==> config.mk <==
export PLATFORM = sky130hd
export DESIGN_NAME = glb_weight_loader
export DESIGN_NICKNAME = d
export VERILOG_FILES = /design/src/rtl/glb_weight_loader.sv
export SDC_FILE = /design/constraint.sdc
export NUM_CORES = 1
export LEC_CHECK = 0
export CAP_MARGIN = 20
export CORE_ASPECT_RATIO = 1.4
export CORE_MARGIN = 1
export CORE_UTILIZATION = 45
export DETAILED_ROUTE_END_ITERATION = 10
export PLACE_DENSITY = 0.74
export SKIP_CTS_REPAIR_TIMING = 1
export SLEW_MARGIN = 15
export SYNTH_ARGS = -nofsm -noshare
export SYNTH_HDL_FRONTEND = slang
export SYNTH_SLANG_ARGS = --single-unit
==> constraint.sdc <==
create_clock -name clk -period 3.9 [get_ports clk]
set_clock_uncertainty 0.2 [all_clocks]
set_input_delay 1.17 -clock clk [delete_from_list [all_inputs] [get_ports clk]]
set_output_delay 1.17 -clock clk [all_outputs]
set_load 0.02 [all_outputs]
==> src/rtl/glb_weight_loader.sv <==
// Streams per-PE filter rows from the weight GLB into the PE weight scratchpads.
// A 2-entry skid FIFO absorbs the GLB's registered read latency under backpressure.
module glb_weight_loader #(
    parameter int DATA_BITWIDTH      = 16,
    parameter int ADDR_BITWIDTH      = 10,
    parameter int NUM_PE             = 3,
    parameter int PE_BITWIDTH        = $clog2(NUM_PE) + 1,
    parameter int SPAD_ADDR_BITWIDTH = 4
) (
    input  logic                          clk,
    input  logic                          reset,
    input  logic                          start,
    input  logic [ADDR_BITWIDTH-1:0]      cfg_base_addr,
    input  logic [SPAD_ADDR_BITWIDTH:0]   cfg_filt_len,
    input  logic [PE_BITWIDTH-1:0]        cfg_num_pe,
    output logic                          glb_read_req,
    output logic [ADDR_BITWIDTH-1:0]      glb_r_addr,
    input  logic [DATA_BITWIDTH-1:0]      glb_r_data,
    output logic                          w_valid,
    input  logic                          w_ready,
    output logic [DATA_BITWIDTH-1:0]      w_data,
    output logic [PE_BITWIDTH-1:0]        w_pe_sel,
    output logic [SPAD_ADDR_BITWIDTH-1:0] w_spad_addr,
    output logic                          busy,
    output logic                          done,
    output logic [1:0]                    dbg_state_o
);
    localparam int LEN_W = SPAD_ADDR_BITWIDTH + 1;

    typedef enum logic [1:0] {
        S_IDLE  = 2'd0,
        S_ISSUE = 2'd1,
        S_DRAIN = 2'd2,
        S_DONE  = 2'd3
    } state_t;

    state_t                        state_q, state_d;
    logic [LEN_W-1:0]              filt_len_q;
    logic [PE_BITWIDTH-1:0]        num_pe_q;
    logic [ADDR_BITWIDTH-1:0]      rd_addr_q;
    logic [PE_BITWIDTH-1:0]        rd_pe_q;
    logic [SPAD_ADDR_BITWIDTH-1:0] rd_idx_q;
    logic                          inflight_q;
    logic [PE_BITWIDTH-1:0]        tag_pe_q;
    logic [SPAD_ADDR_BITWIDTH-1:0] tag_idx_q;

    logic [DATA_BITWIDTH-1:0]      fifo_data_q [2];
    logic [PE_BITWIDTH-1:0]        fifo_pe_q   [2];
    logic [SPAD_ADDR_BITWIDTH-1:0] fifo_idx_q  [2];
    logic                          wr_ptr_q, rd_ptr_q;
    logic [1:0]                    fifo_cnt_q;

    logic pop, issue, room, last_idx, last_pe, head_last, degenerate;

    assign w_valid     = (fifo_cnt_q != 2'd0);
    assign w_data      = fifo_data_q[rd_ptr_q];
    assign w_pe_sel    = fifo_pe_q[rd_ptr_q];
    assign w_spad_addr = fifo_idx_q[rd_ptr_q];
    assign pop         = w_valid && w_ready;

    // A read may only go out when its word is guaranteed a FIFO slot on return.
    assign room       = (fifo_cnt_q + {1'b0, inflight_q}) < 2'd2;
    assign issue      = (state_q == S_ISSUE) && (room || pop);
    assign last_idx   = ({1'b0, rd_idx_q} == filt_len_q - LEN_W'(1));
    assign last_pe    = (rd_pe_q == num_pe_q - PE_BITWIDTH'(1));
    assign head_last  = (w_pe_sel == num_pe_q - PE_BITWIDTH'(1)) &&
                        ({1'b0, w_spad_addr} == filt_len_q - LEN_W'(1));
    assign degenerate = (cfg_filt_len == '0) || (cfg_num_pe == '0);

    always_comb begin
        state_d      = state_q;
        glb_read_req = issue;
        glb_r_addr   = rd_addr_q;
        busy         = (state_q == S_ISSUE) || (state_q == S_DRAIN);
        done         = (state_q == S_DONE);
        dbg_state_o  = state_q;
        case (state_q)
            S_IDLE:  if (start) state_d = degenerate ? S_DONE : S_ISSUE;
            S_ISSUE: if (issue && last_idx && last_pe) state_d = S_DRAIN;
            S_DRAIN: if (pop && head_last) state_d = S_DONE;
            S_DONE:  state_d = S_IDLE;
            default: state_d = S_IDLE;
        endcase
    end

    always_ff @(posedge clk) begin
        if (reset) begin
            state_q    <= S_IDLE;
            filt_len_q <= '0;
            num_pe_q   <= '0;
            rd_addr_q  <= '0;
            rd_pe_q    <= '0;
            rd_idx_q   <= '0;
            inflight_q <= 1'b0;
            tag_pe_q   <= '0;
            tag_idx_q  <= '0;
            wr_ptr_q   <= 1'b0;
            rd_ptr_q   <= 1'b0;
            fifo_cnt_q <= 2'd0;
            for (int i = 0; i < 2; i++) begin
                fifo_data_q[i] <= '0;
                fifo_pe_q[i]   <= '0;
                fifo_idx_q[i]  <= '0;
            end
        end else begin
            state_q <= state_d;
            if (state_q == S_IDLE && start) begin
                filt_len_q <= cfg_filt_len;
                num_pe_q   <= cfg_num_pe;
                rd_addr_q  <= cfg_base_addr;
                rd_pe_q    <= '0;
                rd_idx_q   <= '0;
            end else if (issue) begin
                rd_addr_q <= rd_addr_q + ADDR_BITWIDTH'(1);
                if (last_idx) begin
                    rd_idx_q <= '0;
                    rd_pe_q  <= rd_pe_q + PE_BITWIDTH'(1);
                end else begin
                    rd_idx_q <= rd_idx_q + SPAD_ADDR_BITWIDTH'(1);
                end
            end
            inflight_q <= issue;
            if (issue) begin
                tag_pe_q  <= rd_pe_q;
                tag_idx_q <= rd_idx_q;
            end
            // GLB data is valid exactly one cycle after the request.
            if (inflight_q) begin
                fifo_data_q[wr_ptr_q] <= glb_r_data;
                fifo_pe_q[wr_ptr_q]   <= tag_pe_q;
                fifo_idx_q[wr_ptr_q]  <= tag_idx_q;
                wr_ptr_q              <= ~wr_ptr_q;
            end
            if (pop) rd_ptr_q <= ~rd_ptr_q;
            case ({inflight_q, pop})
                2'b10:   fifo_cnt_q <= fifo_cnt_q + 2'd1;
                2'b01:   fifo_cnt_q <= fifo_cnt_q - 2'd1;
                default: fifo_cnt_q <= fifo_cnt_q;
            endcase
        end
    end
endmodule

==> flow_metrics.py, run 1 <==
metrics = {
    "final_layout": {
        "n_antenna_cell": 0,
        "n_fill_cell": 730,
        "fin_util": 0.607,
        "fin_nets": 500,
        "area_growth_pct": 29.8,
        "final_cell_area_mm2": 0.00525,
        "drive_above_1_share": 0.123,
    },
    "detailed_routing": {
        "viasPerCell": 5.20,
        "drc": 0,
        "postRouteAntennaNets": 0,
        "drt_wl_total_mm": 8.03,
        "drt_iter0_markers": 140,
        "avgRoutedWirePerCell_um": 14.3,
        "vias": 2917,
        "firstDrtPassIters": 4,
    },
    "cts": {
        "clkLatencyLatePin_ns": 0.33,
        "root_buffer": "clkbuf_16",
        "cts_made_buffers": 9,
        "cts_tree": "built",
        "clock_path_buffers": 2,
        "cts_sinks": 86,
        "clk_pin_slew_worst_paths_ns": 0.06,
        "htreeDepth": 3,
    },
    "sta": {
        "fmax_mhz": 263,
        "max-slew-margin-rel": 0.440,
        "rsz0062_at_grt": "no",
        "worstMarginPinSlew_ns": 0.833,
        "finalSetupViolCount": 0,
        "finalWorstSetupSlack_ns": 0.0978,
        "finalCriticalPeriod_ns": 3.80,
        "fin_setup_tns_ns": 0,
        "final_max_slew_viol_count": 0,
        "finalCritPeriodShare": 0.975,
        "finalHoldViolCount": 0,
    },
    "min_path": {
        "holdPathStages": 2,
        "min_from": "tag_pe_q[0]",
        "holdPathEnd": "tag_pe_q[0]",
        "hp-class": "reg2reg",
    },
    "run_status": {
        "outcome": "complete, no violations",
    },
    "worst_setup_path": {
        "startpoint_type": "input pin",
        "cp_data_arrival_time_ns": 2.43,
        "worstPathRequired_ns": 2.53,
        "r2r_start": "filt_len_q[0]",
        "cp_max_fo": 2,
        "r2r_slack_ns": 0.96,
        "path_class": "in2out",
        "ff2ff_path_depth": 8,
        "endpoint_kind": "output pin",
        "worst_r2r_endpoint": "dbg_state_o[0]",
    },
    "synthesis": {
        "synth.most_common_cell": "and2_1",
        "yosysSeqAreaShare": 0.539,
        "synth_top_area_cell": "edfxtp_1",
        "ys_ff_latch": 86,
        "avgSynthCellArea_um2": 10.9,
        "synth_edf_count": 46,
        "async_flop_share": 0,
        "syn-cell-area_mm2": 0.00405,
        "synth_top_area_share": 0.341,
        "synth.top_cells.by_count": "and2_1 (49), edfxtp_1 (46), nand2_1 (44)",
        "syn_inst": 371,
        "yosys_warnings": 0,
        "synth_nets": 420,
        "yosys.cell_types.count": 41,
        "synth_area_leaders": "edfxtp_1 (34%), dfxtp_1 (20%), and2_1 (7.6%), mux2_2 (6.7%), xnor2_1 (4.3%)",
        "synth-main-ff-cell": "edfxtp_1",
    },
    "power_and_ir_drop": {
        "ir_worst_vdd_uv": 392,
        "p_total_w": 0.00320,
        "leakagePower_nw": 1.93,
        "cellPowerDensity_mw_per_mm2": 610,
    },
    "placement": {
        "postPlaceCellArea_mm2": 0.00495,
        "hpwl_mm": 5.75,
        "place_ws_ns": -0.352,
        "io_buffers": 76,
        "routabilityCongestion": 0.859,
    },
    "floorplan": {
        "start_util": 0.467,
        "coreArea_mm2": 0.00866,
        "io_pins": 77,
        "core.rowCount": 40,
        "fp.dieH_um": 114,
        "die_w_um": 82.1,
        "die-area_mm2": 0.00938,
    },
    "global_routing": {
        "grt_pass1_vias": 2894,
        "grt_max_degree": 30,
        "grtUsageTotal": 0.187,
        "grt_first_pass_wirelength_mm": 13.1,
        "overflow": 0,
        "antenna_found_initial": 0,
    },
    "job": {
        "maxCapViolCount": 0,
    },
}
[how the worst max path moves through the flow]
stage / startpoint / end
finish: w_ready / glb_read_req
floorplan: w_ready / glb_read_req
CTS: w_ready / glb_read_req
detailed placement: w_ready / glb_read_req
global route: w_ready / glb_read_req
global placement: w_ready / glb_read_req
[metal layers]
metal  up-vias  track usage  part of all wire
li1       1446            -                 -
met1      1377        0.220              0.42
met2        81        0.324              0.51
met3        13       0.0422             0.048
met4         0       0.0678             0.019
met5         -            0                 0
[power by group]
part | leakage, nW | internal, W | total [W] | switching (W)
logic | 0.987 | 0.000557 | 0.00117 | 0.000617
registers | 0.805 | 0.00109 | 0.00119 | 0.000102
clock network | 0.140 | 0.000511 | 0.000836 | 0.000326
[registers in the layout (all words and copies together), names as in the netlist, named ones only]
name	flops
wr_ptr_q	1
fifo_cnt_q	2
fifo_pe_q	6
inflight_q	1
rd_pe_q	3
tag_idx_q	4
rd_idx_q	4
fifo_data_q	32
tag_pe_q	3
num_pe_q	3
filt_len_q	5
rd_ptr_q	1
dbg_state_o	2
glb_r_addr	10
fifo_idx_q	8
[cells in the final DEF, fill, tap and decap left out, drive strengths merged, types with 5 or more instances in the layout]
| cell | Yosys | routed |
|---|---|---|
| a211oi | 8 | 8 |
| edfxtp | 46 | 46 |
| clkbuf | 14 | 13 |
| inv | 11 | 11 |
| xor2 | 13 | 13 |
| xnor2 | 20 | 20 |
| nand2 | 44 | 44 |
| ha | 11 | 11 |
| mux2 | 24 | 24 |
| nand4 | 5 | 5 |
| dfxtp | 40 | 40 |
| and2 | 49 | 49 |
| nor2 | 25 | 25 |
| nor3 | 7 | 7 |
| clkdlybuf4s50 | 0 | 75 |
| a21oi | 19 | 19 |
| buf | 2 | 9 |
[final cells by class]
| type | instances | area, µm² | area share |
|---|---|---|---|
| Sequential cell | 86 | 2180 | 0.416 |
| Multi-Input combinational cell | 258 | 1780 | 0.339 |
| Timing Repair Buffer | 85 | 823 | 0.157 |
| Clock buffer | 12 | 246 | 0.0469 |
| Tap cell | 105 | 131 | 0.0250 |
| Clock inverter | 4 | 46.3 | 0.00882 |
| Inverter | 11 | 41.3 | 0.00786 |
[worst max-delay path, cell delays in order]
cell	delay, ns
clkdlybuf4s50_1	0.47
and2b_2	0.22
a211o_1	0.31
inv_1	0.08
clkbuf_2	0.17
[logic make-up after synthesis]
kind of cell               after synthesis  share of synthesized area
muxes                                   24                     0.0668
xor gates and xnor gates                34                     0.0773
DFF                                     86                      0.539
AOI/OAI and AO/OA                       41                     0.0674
buffers and inverters                   27                     0.0269
adders and majority gates               11                     0.0340
and+or+nand+nor                        148                      0.188
[stage by stage]
stage	hold slack (ns)	instances
3_3_place_gp	0.247	545
4_1_cts	0.261	561
2_1_floorplan	0.236	371
5_1_grt	0.297	561
6_report	0.258	561
3_5_place_dp	0.254	545
Power figures use the tool's default switching activity.
==> inputs of run 2 (changes only) <==
Settings changed: RECOVER_POWER set to 100.
==> flow_metrics.py, run 2 (synthesized netlist as in run 1, its figures left out) <==
metrics = {
    "power_and_ir_drop": {
        "ir_worst_vdd_uv": 392,
        "cellPowerDensity_mw_per_mm2": 602,
        "seq_power_share": 0.380,
        "p_sw_frac": 0.330,
        "p_total_w": 0.00313,
        "comb_power_share": 0.353,
        "p_clk_frac": 0.266,
        "p_int_w": 0.00210,
        "switchingPower_w": 0.00103,
        "leakagePower_nw": 1.94,
    },
    "final_layout": {
        "top_register": "fifo_data_q",
        "fin_util": 0.601,
        "final_common_cell": "edfxtp_1",
        "fin_nets": 500,
        "n_fill_cell": 748,
        "largest_register_ffs": 32,
        "area_growth_pct": 28.7,
        "final_cell_mix": "edfxtp_1 (46), nand2_1 (44), dfxtp_1 (40)",
        "drive_above_1_share": 0.0987,
        "n_antenna_cell": 0,
        "regArea_mm2": 0.00218,
        "final_cell_area_mm2": 0.00521,
        "multi_input_area_mm2": 0.00177,
        "finalNonFillerCells": 561,
    },
    "run_status": {
        "outcome": "complete, no violations",
    },
    "floorplan": {
        "coreArea_mm2": 0.00866,
        "fp.dieH_um": 114,
        "die_w_um": 82.1,
        "core.rowCount": 40,
        "start_util": 0.467,
        "io_pins": 77,
        "die-area_mm2": 0.00938,
    },
    "detailed_routing": {
        "drt_wl_total_mm": 8.04,
        "avgRoutedWirePerCell_um": 14.3,
        "vias": 2909,
        "viasPerCell": 5.19,
        "firstDrtPassIters": 4,
        "drc": 0,
        "drt_iter0_markers": 134,
        "postRouteAntennaNets": 0,
    },
    "worst_setup_path": {
        "path_class": "in2out",
        "cp_slowest_cell": "clkdlybuf4s50_1",
        "r2r_start": "filt_len_q[0]",
        "worstPathRequired_ns": 2.53,
        "startpoint_type": "input pin",
        "crit_chain": "clkdlybuf4s50_1 -> and2b_2 -> a211o_1 -> inv_1 -> clkbuf_2",
        "cp_data_arrival_time_ns": 2.42,
        "cp-startpoint": "w_ready",
        "cp_max_fo": 2,
        "endpoint_kind": "output pin",
        "critPathMaxStageDelay_ns": 0.47,
    },
    "cts": {
        "cts_made_buffers": 9,
        "htreeDepth": 3,
        "clock_path_buffers": 2,
        "cts_tree": "built",
        "cts_sinks": 86,
        "clkLatencyLatePin_ns": 0.33,
        "root_buffer": "clkbuf_16",
        "clk_pin_slew_worst_paths_ns": 0.06,
    },
    "min_path": {
        "hp-class": "reg2reg",
        "min_from": "tag_pe_q[0]",
    },
    "sta": {
        "fmax_mhz": 264,
        "finalCriticalPeriod_ns": 3.79,
        "finalSetupViolCount": 0,
        "finalCritPeriodShare": 0.972,
        "finalWorstSetupSlack_ns": 0.108,
        "worstMarginPinSlew_ns": 1.36,
        "max-slew-margin-rel": 0.0920,
        "final_max_slew_viol_count": 0,
        "finalHoldViolCount": 0,
        "rsz0062_at_grt": "no",
    },
    "placement": {
        "dp_cells": 545,
        "io_buffers": 76,
        "hpwl_mm": 5.75,
        "place_ws_ns": -0.352,
        "postPlaceCellArea_mm2": 0.00495,
        "routabilityCongestion": 0.859,
    },
    "global_routing": {
        "grt_max_degree": 30,
        "grt_first_pass_wirelength_mm": 13.1,
        "grt_pass1_vias": 2894,
        "antenna_found_initial": 0,
        "grtUsageTotal": 0.187,
        "overflow": 0,
    },
    "job": {
        "maxCapViolCount": 0,
    },
}
-- run 2: cell types whose count changed in the layout (fill, tap and decap cells not counted), sizes merged --
cell	change
clkbuf	+8
dlygate4sd3	+38
buf	-8
clkdlybuf4s50	-38
-- run 2: layer usage --
layer,global-route usage,wire length (µm),up-vias
li1,-,-,1447
met1,0.220,3370,1370
met2,0.324,4150,80
met3,0.0422,376,12
met4,0.0678,148,0
met5,0,0,-
-- run 2: area by class of cell --
class,instances,share of cell area
Inverter,11,0.00793
Multi-Input combinational cell,258,0.339
Clock inverter,4,0.00889
Timing Repair Buffer,85,0.153
Clock buffer,12,0.0473
Sequential cell,86,0.419
Tap cell,105,0.0252
-- run 2: final timing paths --
check                           cells past startpoint  slack, ns              to
worst max register to register                      8       0.86  dbg_state_o[0]
worst max-delay path                                5       0.11    glb_read_req
worst min register to register                      2       0.26     tag_pe_q[0]
worst min-delay path                                2       0.26     tag_pe_q[0]
-- run 2: critical path, delay by kind of cell --
| kind | cells | cell delay (ns) |
|---|---|---|
| buffers and inverters | 3 | 0.72 |
| AO/OA/AOI/OAI | 1 | 0.31 |
| AND/OR/NAND/NOR | 1 | 0.22 |
-- run 2: power groups by stage --
stage          combinational, W  sequential [W]  clock [W]
6_report                0.00111         0.00119   0.000834
5_1_grt                 0.00121         0.00121   0.000890
4_1_cts                 0.00118         0.00119   0.000848
3_5_place_dp            0.00118         0.00121          0
3_3_place_gp            0.00116         0.00120          0
2_1_floorplan          0.000698         0.00124          0
-- run 2: per-stage QoR --
step	setup TNS (ns)	hold slack [ns]
6_report	0	0.260
5_1_grt	0	0.297
4_1_cts	-0.367	0.261
3_5_place_dp	-0.352	0.254
3_3_place_gp	-0.368	0.247
2_1_floorplan	0	0.236
==> inputs of run 3 (changes only) <==
Settings changed: MAX_ROUTING_LAYER set to met4.
==> flow_metrics.py, run 3 (synthesized netlist as in run 1, its figures left out) <==
metrics = {
    "power_and_ir_drop": {
        "switchingPower_w": 0.00106,
        "p_clk_frac": 0.280,
        "seq_power_share": 0.372,
        "comb_power_share": 0.348,
        "leakagePower_nw": 1.97,
        "p_int_w": 0.00215,
        "ir_worst_vdd_uv": 323,
        "p_sw_frac": 0.329,
        "cellPowerDensity_mw_per_mm2": 612,
    },
    "detailed_routing": {
        "postRouteAntennaNets": 0,
        "viasPerCell": 5.18,
        "vias": 2919,
        "drt_iter0_markers": 160,
        "firstDrtPassIters": 4,
        "drt_wl_total_mm": 8.37,
        "drc": 0,
        "avgRoutedWirePerCell_um": 14.9,
    },
    "final_layout": {
        "final_cell_mix": "edfxtp_1 (46), nand2_1 (44), dfxtp_1 (40)",
        "regArea_mm2": 0.00218,
        "drive_above_1_share": 0.107,
        "n_fill_cell": 733,
        "largest_register_ffs": 32,
        "final_common_cell": "edfxtp_1",
        "fin_nets": 502,
        "multi_input_area_mm2": 0.00177,
        "area_growth_pct": 29.7,
        "n_antenna_cell": 0,
        "top_register": "fifo_data_q",
    },
    "global_routing": {
        "grt_max_degree": 30,
        "antenna_found_initial": 0,
        "grt_first_pass_wirelength_mm": 14.0,
        "overflow": 0,
        "grt_pass1_vias": 2951,
        "grtUsageTotal": 0.205,
    },
    "run_status": {
        "outcome": "complete, no violations",
    },
    "job": {
        "maxCapViolCount": 0,
    },
    "worst_setup_path": {
        "cp_data_arrival_time_ns": 2.44,
        "endpoint_kind": "output pin",
        "cp_max_fo": 2,
        "path_class": "in2out",
        "startpoint_type": "input pin",
        "worstPathRequired_ns": 2.53,
    },
    "cts": {
        "root_buffer": "clkbuf_16",
        "clk_pin_slew_worst_paths_ns": 0.06,
        "cts_tree": "built",
        "cts_sinks": 86,
        "clkLatencyLatePin_ns": 0.34,
        "htreeDepth": 3,
        "clock_path_buffers": 2,
        "cts_made_buffers": 9,
    },
    "sta": {
        "finalHoldViolCount": 0,
        "finalSetupViolCount": 0,
        "rsz0062_at_grt": "no",
        "max-slew-margin-rel": 0.110,
        "finalWorstSetupSlack_ns": 0.0855,
        "fin_setup_tns_ns": 0,
        "worstMarginPinSlew_ns": 1.34,
        "finalCritPeriodShare": 0.978,
        "final_max_slew_viol_count": 0,
        "fmax_mhz": 262,
        "finalCriticalPeriod_ns": 3.81,
    },
    "floorplan": {
        "start_util": 0.467,
        "io_pins": 77,
        "fp.dieH_um": 114,
        "die_w_um": 82.1,
        "die-area_mm2": 0.00938,
        "coreArea_mm2": 0.00866,
        "core.rowCount": 40,
    },
    "min_path": {
        "hp-class": "reg2reg",
    },
    "placement": {
        "routabilityCongestion": 0.826,
        "place_ws_ns": -0.364,
        "io_buffers": 76,
        "hpwl_mm": 5.90,
    },
}
==> run 3: changes by cell type in the layout (fill, tap and decap cells not counted), sizes merged <==
cell and delta:
buf +4, clkinv +2, clkbuf -5, bufinv +1
==> run 3: worst max-delay path, stage by stage <==
cell	delay, ns
clkdlybuf4s50_1	0.48
and2b_2	0.22
a211o_1	0.30
inv_1	0.10
buf_2	0.17
==> run 3: per-stage QoR <==
step / cells / hold WS (ns) / power, W / instance area [µm²] / util
finish: 563 / 0.258 / 0.00321 / 5250 / 0.606
global route: 563 / 0.283 / 0.00340 / 5250 / 0.606
CTS: 563 / 0.259 / 0.00330 / 5280 / 0.610
detailed placement: 547 / 0.251 / 0.00240 / 4960 / 0.573
global placement: 547 / 0.247 / 0.00237 / 4960 / 0.573
floorplan: 371 / 0.236 / 0.00194 / 4050 / -
==> run 3: final timing paths <==
path | start | end | cells after the start | slack, ns
worst max-delay path | w_ready | glb_read_req | 5 | 0.09
worst min-delay path | tag_idx_q[0] | tag_idx_q[0] | 2 | 0.26
worst max register to register | filt_len_q[0] | dbg_state_o[0] | 8 | 0.81
worst min register to register | tag_idx_q[0] | tag_idx_q[0] | 2 | 0.26
==> run 3: power by group through the flow <==
stage / Sequential, W / Combinational (W) / Clock [W]
6_report: 0.00119 / 0.00112 / 0.000898
5_1_grt: 0.00122 / 0.00123 / 0.000950
4_1_cts: 0.00120 / 0.00120 / 0.000911
3_5_place_dp: 0.00121 / 0.00119 / 0
3_3_place_gp: 0.00121 / 0.00117 / 0
2_1_floorplan: 0.00124 / 0.000698 / 0
==> run 3: area by class of cell <==
| type | instances | share of cell area |
|---|---|---|
| clock inverter | 7 | 0.0169 |
| clock buffer | 9 | 0.0429 |
| sequential | 86 | 0.416 |
| timing repair buffer | 87 | 0.155 |
| multi-input combinational | 258 | 0.336 |
| tap | 105 | 0.0250 |
| inverter | 11 | 0.00787 |
==> run 3: routing by layer <==
layer	vias to the layer above	wire [µm]	global-route usage	part of all wire
li1	1455	-	-	-
met1	1381	3550	0.227	0.42
met2	74	4310	0.352	0.51
met3	9	397	0.0510	0.047
met4	0	113	0.0690	0.014
met5	-	0	-	0
